`src/rtl/fetch_pkg.sv`:
```
// fetch_pkg: shared widths and pointer-width helper for the opcode fetch front end
package fetch_pkg;
  localparam int ADDR_W_DEF = 16;
  localparam int OP_W = 8;
  function automatic int ptr_w(input int depth);
    return $clog2(depth) + 1;
  endfunction
endpackage

```
`src/rtl/fetch_queue.sv`:
```
// fetch_queue: DEPTH x 8 in-order byte FIFO with flush, wrap-bit pointers distinguish full from empty
module fetch_queue
  import fetch_pkg::*;
#(
  parameter int DEPTH = 4,
  localparam int PW = ptr_w(DEPTH)
) (
  input  logic            clk,
  input  logic            rst,
  input  logic            flush,
  input  logic            push,
  input  logic            pop,
  input  logic [OP_W-1:0] din,
  output logic [OP_W-1:0] head,
  output logic [PW-1:0]   count,
  output logic            empty,
  output logic            full
);
  localparam int AW = PW - 1;
  logic [OP_W-1:0] mem [DEPTH];
  logic [PW-1:0] wr, rd;
  assign count = wr - rd;
  assign empty = wr == rd;
  assign full = count == PW'(DEPTH);
  assign head = empty ? '0 : mem[rd[AW-1:0]];
  always_ff @(posedge clk) begin
    wr <= (rst || flush) ? '0 : wr + PW'(push);
    rd <= (rst || flush) ? '0 : rd + PW'(pop);
  end
  always_ff @(posedge clk)
    if (push) mem[wr[AW-1:0]] <= din;
endmodule

```
`src/rtl/opcode_fetch.sv`:
```
// opcode_fetch: opcode prefetch queue with credit-limited fetch, redirect flush/discard; FETCH_STALL_CNT_EN adds stall_cycles
module opcode_fetch
  import fetch_pkg::*;
#(
  parameter int DEPTH = 4,
  parameter int ADDR_W = ADDR_W_DEF,
  parameter int MAX_OUT = 4
) (
  input  logic              clk,
  input  logic              rst,
  input  logic              mc__more,
  output logic [OP_W-1:0]   opcode,
  output logic              mc__stall,
  input  logic              redirect_valid,
  input  logic [ADDR_W-1:0] redirect_pc,
  output logic              fetch_req,
  output logic [ADDR_W-1:0] fetch_addr,
  input  logic              fetch_gnt,
  input  logic              resp_valid,
  input  logic [OP_W-1:0]   resp_data,
  output logic [ADDR_W-1:0] fetch_pc
`ifdef FETCH_STALL_CNT_EN
  ,
  output logic [31:0]       stall_cycles
`endif
);
  localparam int PW = ptr_w(DEPTH);
  logic [PW-1:0] count, os, dc;
  logic [PW:0] credit;
  logic empty, full, pop, push, issue;
  logic [ADDR_W-1:0] fa, hp;
  assign credit = {1'b0, count} + {1'b0, os};
  assign fetch_req = !rst && credit < (PW+1)'(DEPTH) && os < PW'(MAX_OUT) && !redirect_valid;
  assign issue = fetch_req && fetch_gnt;
  assign pop = !mc__more && !empty && !redirect_valid;
  assign push = resp_valid && dc == '0 && !redirect_valid;
  assign mc__stall = empty;
  assign fetch_addr = fa;
  assign fetch_pc = hp;
  fetch_queue #(.DEPTH(DEPTH)) u_queue (
    .clk   (clk),
    .rst   (rst),
    .flush (redirect_valid),
    .push  (push),
    .pop   (pop),
    .din   (resp_data),
    .head  (opcode),
    .count (count),
    .empty (empty),
    .full  (full)
  );
  always_ff @(posedge clk)
    if (rst) begin
      fa <= '0;
      hp <= '0;
      os <= '0;
      dc <= '0;
    end else if (redirect_valid) begin
      fa <= redirect_pc;
      hp <= redirect_pc;
      os <= os - PW'(resp_valid);
      dc <= os - PW'(resp_valid);
    end else begin
      fa <= fa + ADDR_W'(issue);
      hp <= hp + ADDR_W'(pop);
      os <= os + PW'(issue) - PW'(resp_valid);
      dc <= dc - PW'(resp_valid && dc != '0);
    end
`ifdef FETCH_STALL_CNT_EN
  always_ff @(posedge clk)
    stall_cycles <= rst ? '0 : stall_cycles + 32'(!mc__more && empty && stall_cycles != '1);
`endif
  assert property (@(posedge clk) disable iff (rst) !(resp_valid && full && dc == '0));
endmodule

```
`config.mk`:
```
export PLATFORM = sky130hd
export DESIGN_NAME = opcode_fetch
export DESIGN_NICKNAME = d
export VERILOG_FILES = /design/src/rtl/fetch_pkg.sv /design/src/rtl/fetch_queue.sv /design/src/rtl/opcode_fetch.sv
export SDC_FILE = /design/constraint.sdc
export NUM_CORES = 1
export LEC_CHECK = 0
export ABC_AREA = 1
export CORE_MARGIN = 3
export CORE_UTILIZATION = 56
export DETAILED_ROUTE_END_ITERATION = 10
export GPL_TIMING_DRIVEN = 0
export MAX_ROUTING_LAYER = met4
export PLACE_DENSITY = 0.85
export SLEW_MARGIN = 20
export SYNTH_ARGS = -nofsm -noshare
export SYNTH_HDL_FRONTEND = slang
export SYNTH_SLANG_ARGS = --single-unit
```
`constraint.sdc`:
```
create_clock -name clk -period 4.98 [get_ports clk]
set_input_delay 0.747 -clock clk [delete_from_list [all_inputs] [get_ports clk]]
set_output_delay 0.747 -clock clk [all_outputs]
set_load 0.01 [all_outputs]
```
# Word level (Yosys, flattened, before mapping)
# Memory sizes are Yosys's and may differ from the RTL's. A register that Yosys moved wholly into a read port is not among the register bits.
# Cells that the tools add are included.
# op_classes
addsub	10
n_reduce_logical	16
n_eq_ne	1
magnitude_cmp	2
mux	8
# ops
operator	count
16-bit by 1-bit adder with 16-bit output	2
16-bit 2-to-1 mux	2
3-bit by 1-bit adder with 3-bit output	3
1-bit logical AND	9
3-bit by 1-bit subtractor with 3-bit output	3
8-bit 2-to-1 mux	1
3-bit 2-to-1 mux	2
3-bit by 3-bit adder with 4-bit output	1
1-bit logical NOT	4
4-bit by 3-bit < comparator with 1-bit output, second input constant	1
3-bit equality test	1
3-bit logical NOT	1
3-bit < comparator, second input constant	1
3-bit nonzero test	1
3-bit subtractor	1
1-bit 2-to-1 mux	2
2-bit 2-to-1 mux	1
1-bit logical OR	1
# totals
register_bits	44
mem_bits_rw	32
memories	1
elab_cells	44
out_inout_bits	42
# mem_list
memory	depth	width	read_ports	rd_clocked_by_memory_dff	write_ports	line	text
u_queue.mem	4	8	1	1	1	fetch_queue.sv:20	logic [OP_W-1:0] mem [DEPTH];

# Longest topological paths before layout
# logic_depth
ltp_word	10
ltp_mapped	18
ltp_nobuf	18

# Cells and area by module
# From an unflattened synthesis, not the netlist that was laid out.
# hier_totals
cells_unflattened	485
area_unflattened_um2	4075.2
# modules_own_cells
module	area_each_um2	seq_area_each_um2	n_inst	cells_each
opcode_fetch	2214.6	760.7	1	308
fetch_queue	1860.5	1081.0	1	177

# Least setup slack after synthesis
# Ideal clock, no wire load.
# synth_timing
path_kind	register -> register
startpoint	register u_queue.rd[1]
endpoint	register os[2]
stages_incl_launch_ff	18
setup_time_ps	123
path_slack_ps	1704
t_arrival_ps	3153
required_ps	4857
cell_sequence	dfxtp_1 > buf_2 > clkinv_1 > fa_1 > xnor2_1 > ha_1 > nor4_1 > nand2_1 > nor2_1 > nand2_1 > ha_1 > inv_1 > ha_1 > fa_1 > inv_1 > nand2_1 > nand3_1 > a21oi_1
# synth_via
elab_chain_cells	10
# synth_rtl
item	line	text
start, declared	fetch_queue.sv:21	logic [PW-1:0] wr, rd;
start signal, assigned	fetch_queue.sv:28	rd <= (rst || flush) ? '0 : rd + PW'(pop);
3-bit subtractor	fetch_queue.sv:22	assign count = wr - rd;
3-bit by 3-bit adder with 4-bit output	opcode_fetch.sv:32	assign credit = {1'b0, count} + {1'b0, os};
4-bit by 3-bit < comparator with 1-bit output	opcode_fetch.sv:33	assign fetch_req = !rst && credit < (PW+1)'(DEPTH) && os < PW'(MAX_OUT) && !redirect_valid;
1-bit logical AND (3 in a row)	opcode_fetch.sv:33	
via fetch_req	opcode_fetch.sv:16	output logic fetch_req,
1-bit logical AND	opcode_fetch.sv:34	assign issue = fetch_req && fetch_gnt;
3-bit by 1-bit adder with 3-bit output	opcode_fetch.sv:66	os <= os + PW'(issue) - PW'(resp_valid);
3-bit by 1-bit subtractor with 3-bit output	opcode_fetch.sv:66	
3-bit 2-to-1 mux	opcode_fetch.sv:58	end else if (redirect_valid) begin
end signal, assigned	opcode_fetch.sv:61	os <= os - PW'(resp_valid);
end signal, assigned	opcode_fetch.sv:66	
end, declared	opcode_fetch.sv:28	logic [PW-1:0] count, os, dc;
# The timed path passes the listed nets, and every way through them passes these cells.
# A chain may end at the register's enable or synchronous reset.

# Final worst setup path
# layout_timing
startpoint	register u_queue.rd[1]
endpoint	output fetch_req
# layout_via
elab_chain_cells	6
# layout_rtl
item	line
3-bit subtractor	fetch_queue.sv:22
3-bit by 3-bit adder with 4-bit output	opcode_fetch.sv:32
4-bit by 3-bit < comparator with 1-bit output	opcode_fetch.sv:33
1-bit logical AND (3 in a row)	opcode_fetch.sv:33
end, declared	opcode_fetch.sv:16
# No other way between the ends.

==> results.json <==
{
  "power_density_nw_per_um2": 301,
  "syn_area_per_cell_um2": 8.40,
  "nets": 572,
  "io_buffers": 71,
  "grt_overflow": 0,
  "ys_seq_area_frac": 0.498,
  "drc_errors": 0,
  "post_cts_buffers": 0,
  "ys.flop_type": "dfxtp_1",
  "synth_edf_count": 32,
  "avgRoutedWirePerCell_um": 15.9,
  "drv_cap": 0,
  "grt_max_degree": 16,
  "crit_chain": "buf_2, clkinv_1, fa_1, xnor2_1, ha_1, nor4_1, nand2_1, nor2_1, clkdlybuf4s50_1",
  "htree_levels": 3,
  "cts_hold_buf": 0,
  "path_class": "flip-flop to output pin",
  "fin_hold_ws_ns": 0.554,
  "grt_first_pass_wirelength_um": 15200,
  "crit_slowest_cell": "fa_1",
  "first_global_vias": 3336,
  "cts_num_sinks": 76,
  "setup_viol": 0,
  "syn_area_um2": 3700,
  "clk_path_buf_depth": 2,
  "final_max_slew_viol_count": 0,
  "async_flop_share": 0,
  "gp_congestion": 0.894,
  "die_h_um": 87.3,
  "synth_top_area_frac": 0.260,
  "areaGrowthSynthToFinish_pct": 28.5,
  "syn_inst": 440,
  "status": "finished clean",
  "dr.first_iter.drc_count": 303,
  "p_leak_uw": 0.00188,
  "ios": 72,
  "synth_nets": 490,
  "cts_resized": 0,
  "dp_hpwl_um": 6880,
  "fin_ws_ns": 0.908,
  "cp.arrival_ns": 3.32,
  "ys_types": 27,
  "fill_cells": 425,
  "slew_headroom": 0.481,
  "power_uw": 1430,
  "drive_gt1_frac": 0.0759,
  "die_w_um": 87.3,
  "vdd_drop_max_mv": 0.201,
  "synth.most_common_cell": "nand2_1",
  "clkSlewWorstSetupHoldPaths_ns": 0.08,
  "synth_top_area_cell": "edfxtp_1",
  "drtPass1Iterations": 5,
  "critPathMaxFanout": 10,
  "end_kind": "output pin",
  "hold_viol_final": 0,
  "fmax_ghz": 0.246,
  "row_count": 28,
  "cts_tree": "yes",
  "synth_seq_cells": 76,
  "start_util": 0.600,
  "crit_required_ns": 4.23,
  "post-route-util": 0.771,
  "clkLatencyLatePin_ns": 0.34,
  "yosysWarnings": 0,
  "setup_tns_ns": 0,
  "grt_setup_unrepaired": "false",
  "fin_crit_sh": 0.818,
  "viasPerCell": 5.68,
  "clockRootBuffer": "clkbuf_8",
  "yosys-top-cells-area": "edfxtp_1 (26%), dfxtp_1 (24%), nand2_1 (8.7%)",
  "numCtsBuffers": 9,
  "finClkSkew_ns": 0.00754,
  "worst_slew_pin_slew_ns": 0.774,
  "track_usage": 0.269,
  "drt_wl_total_um": 9560,
  "die_area_um2": 7610,
  "dp_slack_ns": 1.27,
  "start_kind": "flip-flop",
  "core_um2": 6170,
  "min-delay-path-class": "flip-flop to flip-flop",
  "max_stage_delay_ns": 0.55,
  "finalCriticalPeriod_ns": 4.07,
  "drtAntennaViolNets": 0,
  "diodes": 0,
  "antenna_found_initial": 0,
  "synth_common_cells": "nand2_1 (86), nor2_1 (68), inv_1 (49)",
  "dr_total_vias": 3420
}
through the flow:
stage          std cells  area, um2
2_1_floorplan        440       3700
3_3_place_gp         586       4500
3_5_place_dp         586       4520
4_1_cts              602       4750
5_1_grt              602       4750
6_report             602       4750
registers in the layout, indices dropped and copies added, names as in the netlist:
| register | cells |
|---|---|
| os | 3 |
| u_queue.wr | 3 |
| u_queue.rd | 3 |
| u_queue.mem | 32 |
| dc | 3 |
| fetch_pc | 16 |
| fetch_addr | 16 |
critical path, delay by kind of cell (launching register included):
family | cells | cell delay [ns]
simple gates | 3 | 0.42
flops | 1 | 0.35
fa+ha+maj | 2 | 0.82
xor+xnor | 1 | 0.24
buf+inv | 3 | 1.15
logic make-up (layout without fill, tap and decap cells):
logic type,count (synthesis),after routing,synth area share
buf+inv,61,148,0.0680
fa+ha+maj,20,20,0.0717
xor+xnor,11,11,0.0261
compound gates,71,71,0.102
flops,76,76,0.498
simple gates,201,201,0.234
metal layers:
layer | part of all wire | wire length [um] | vias up | track usage
met5 | 0 | 0 | - | -
met4 | 0.030 | 285 | 0 | 0.124
met3 | 0.064 | 611 | 31 | 0.0416
met2 | 0.51 | 4830 | 153 | 0.455
met1 | 0.40 | 3830 | 1614 | 0.312
li1 | - | - | 1622 | -
final cells by class:
| class | instances | area [um2] | share of cell area |
|---|---|---|---|
| clock inverter | 7 | 106 | 0.0224 |
| timing repair buffer | 71 | 711 | 0.150 |
| clock buffer | 9 | 124 | 0.0261 |
| multi-input combinational | 303 | 1620 | 0.342 |
| inverter | 52 | 195 | 0.0411 |
| buffer | 9 | 56.3 | 0.0118 |
| sequential | 76 | 1840 | 0.388 |
| tap | 75 | 93.8 | 0.0197 |
cell usage in the layout, fill, tap and decap left out, types with 4 or more instances in the layout:
master / n
edfxtp_1: 32
xnor2_1: 7
a21oi_1: 18
o21ai_0: 37
buf_2: 6
ha_1: 18
nand2_1: 86
nor3_2: 5
nor2_4: 4
nand3_1: 23
dfxtp_1: 44
clkbuf_8: 9
nand4_1: 6
xor2_1: 4
o22ai_1: 11
clkdlybuf4s50_1: 71
inv_1: 49
nor2_1: 68
report_power, final:
group | switching [uW] | internal (uW)
Clock | 246 | 291
Combinational | 91.1 | 92.1
Sequential | 29.2 | 678
Total | 366 | 1060
final timing paths:
kind	start	cells past startpoint	slack, ns	end
worst max-delay path	u_queue.rd[1]$_SDFF_PP0_	9	0.91	fetch_req
worst min-delay path	fetch_addr[15]$_SDFF_PP0_	3	0.55	fetch_addr[15]$_SDFF_PP0_
worst max register to register	u_queue.rd[1]$_SDFF_PP0_	16	1.22	fetch_addr[10]$_SDFF_PP0_
worst min register to register	fetch_addr[15]$_SDFF_PP0_	3	0.55	fetch_addr[15]$_SDFF_PP0_
Power figures use the tool's default switching activity.
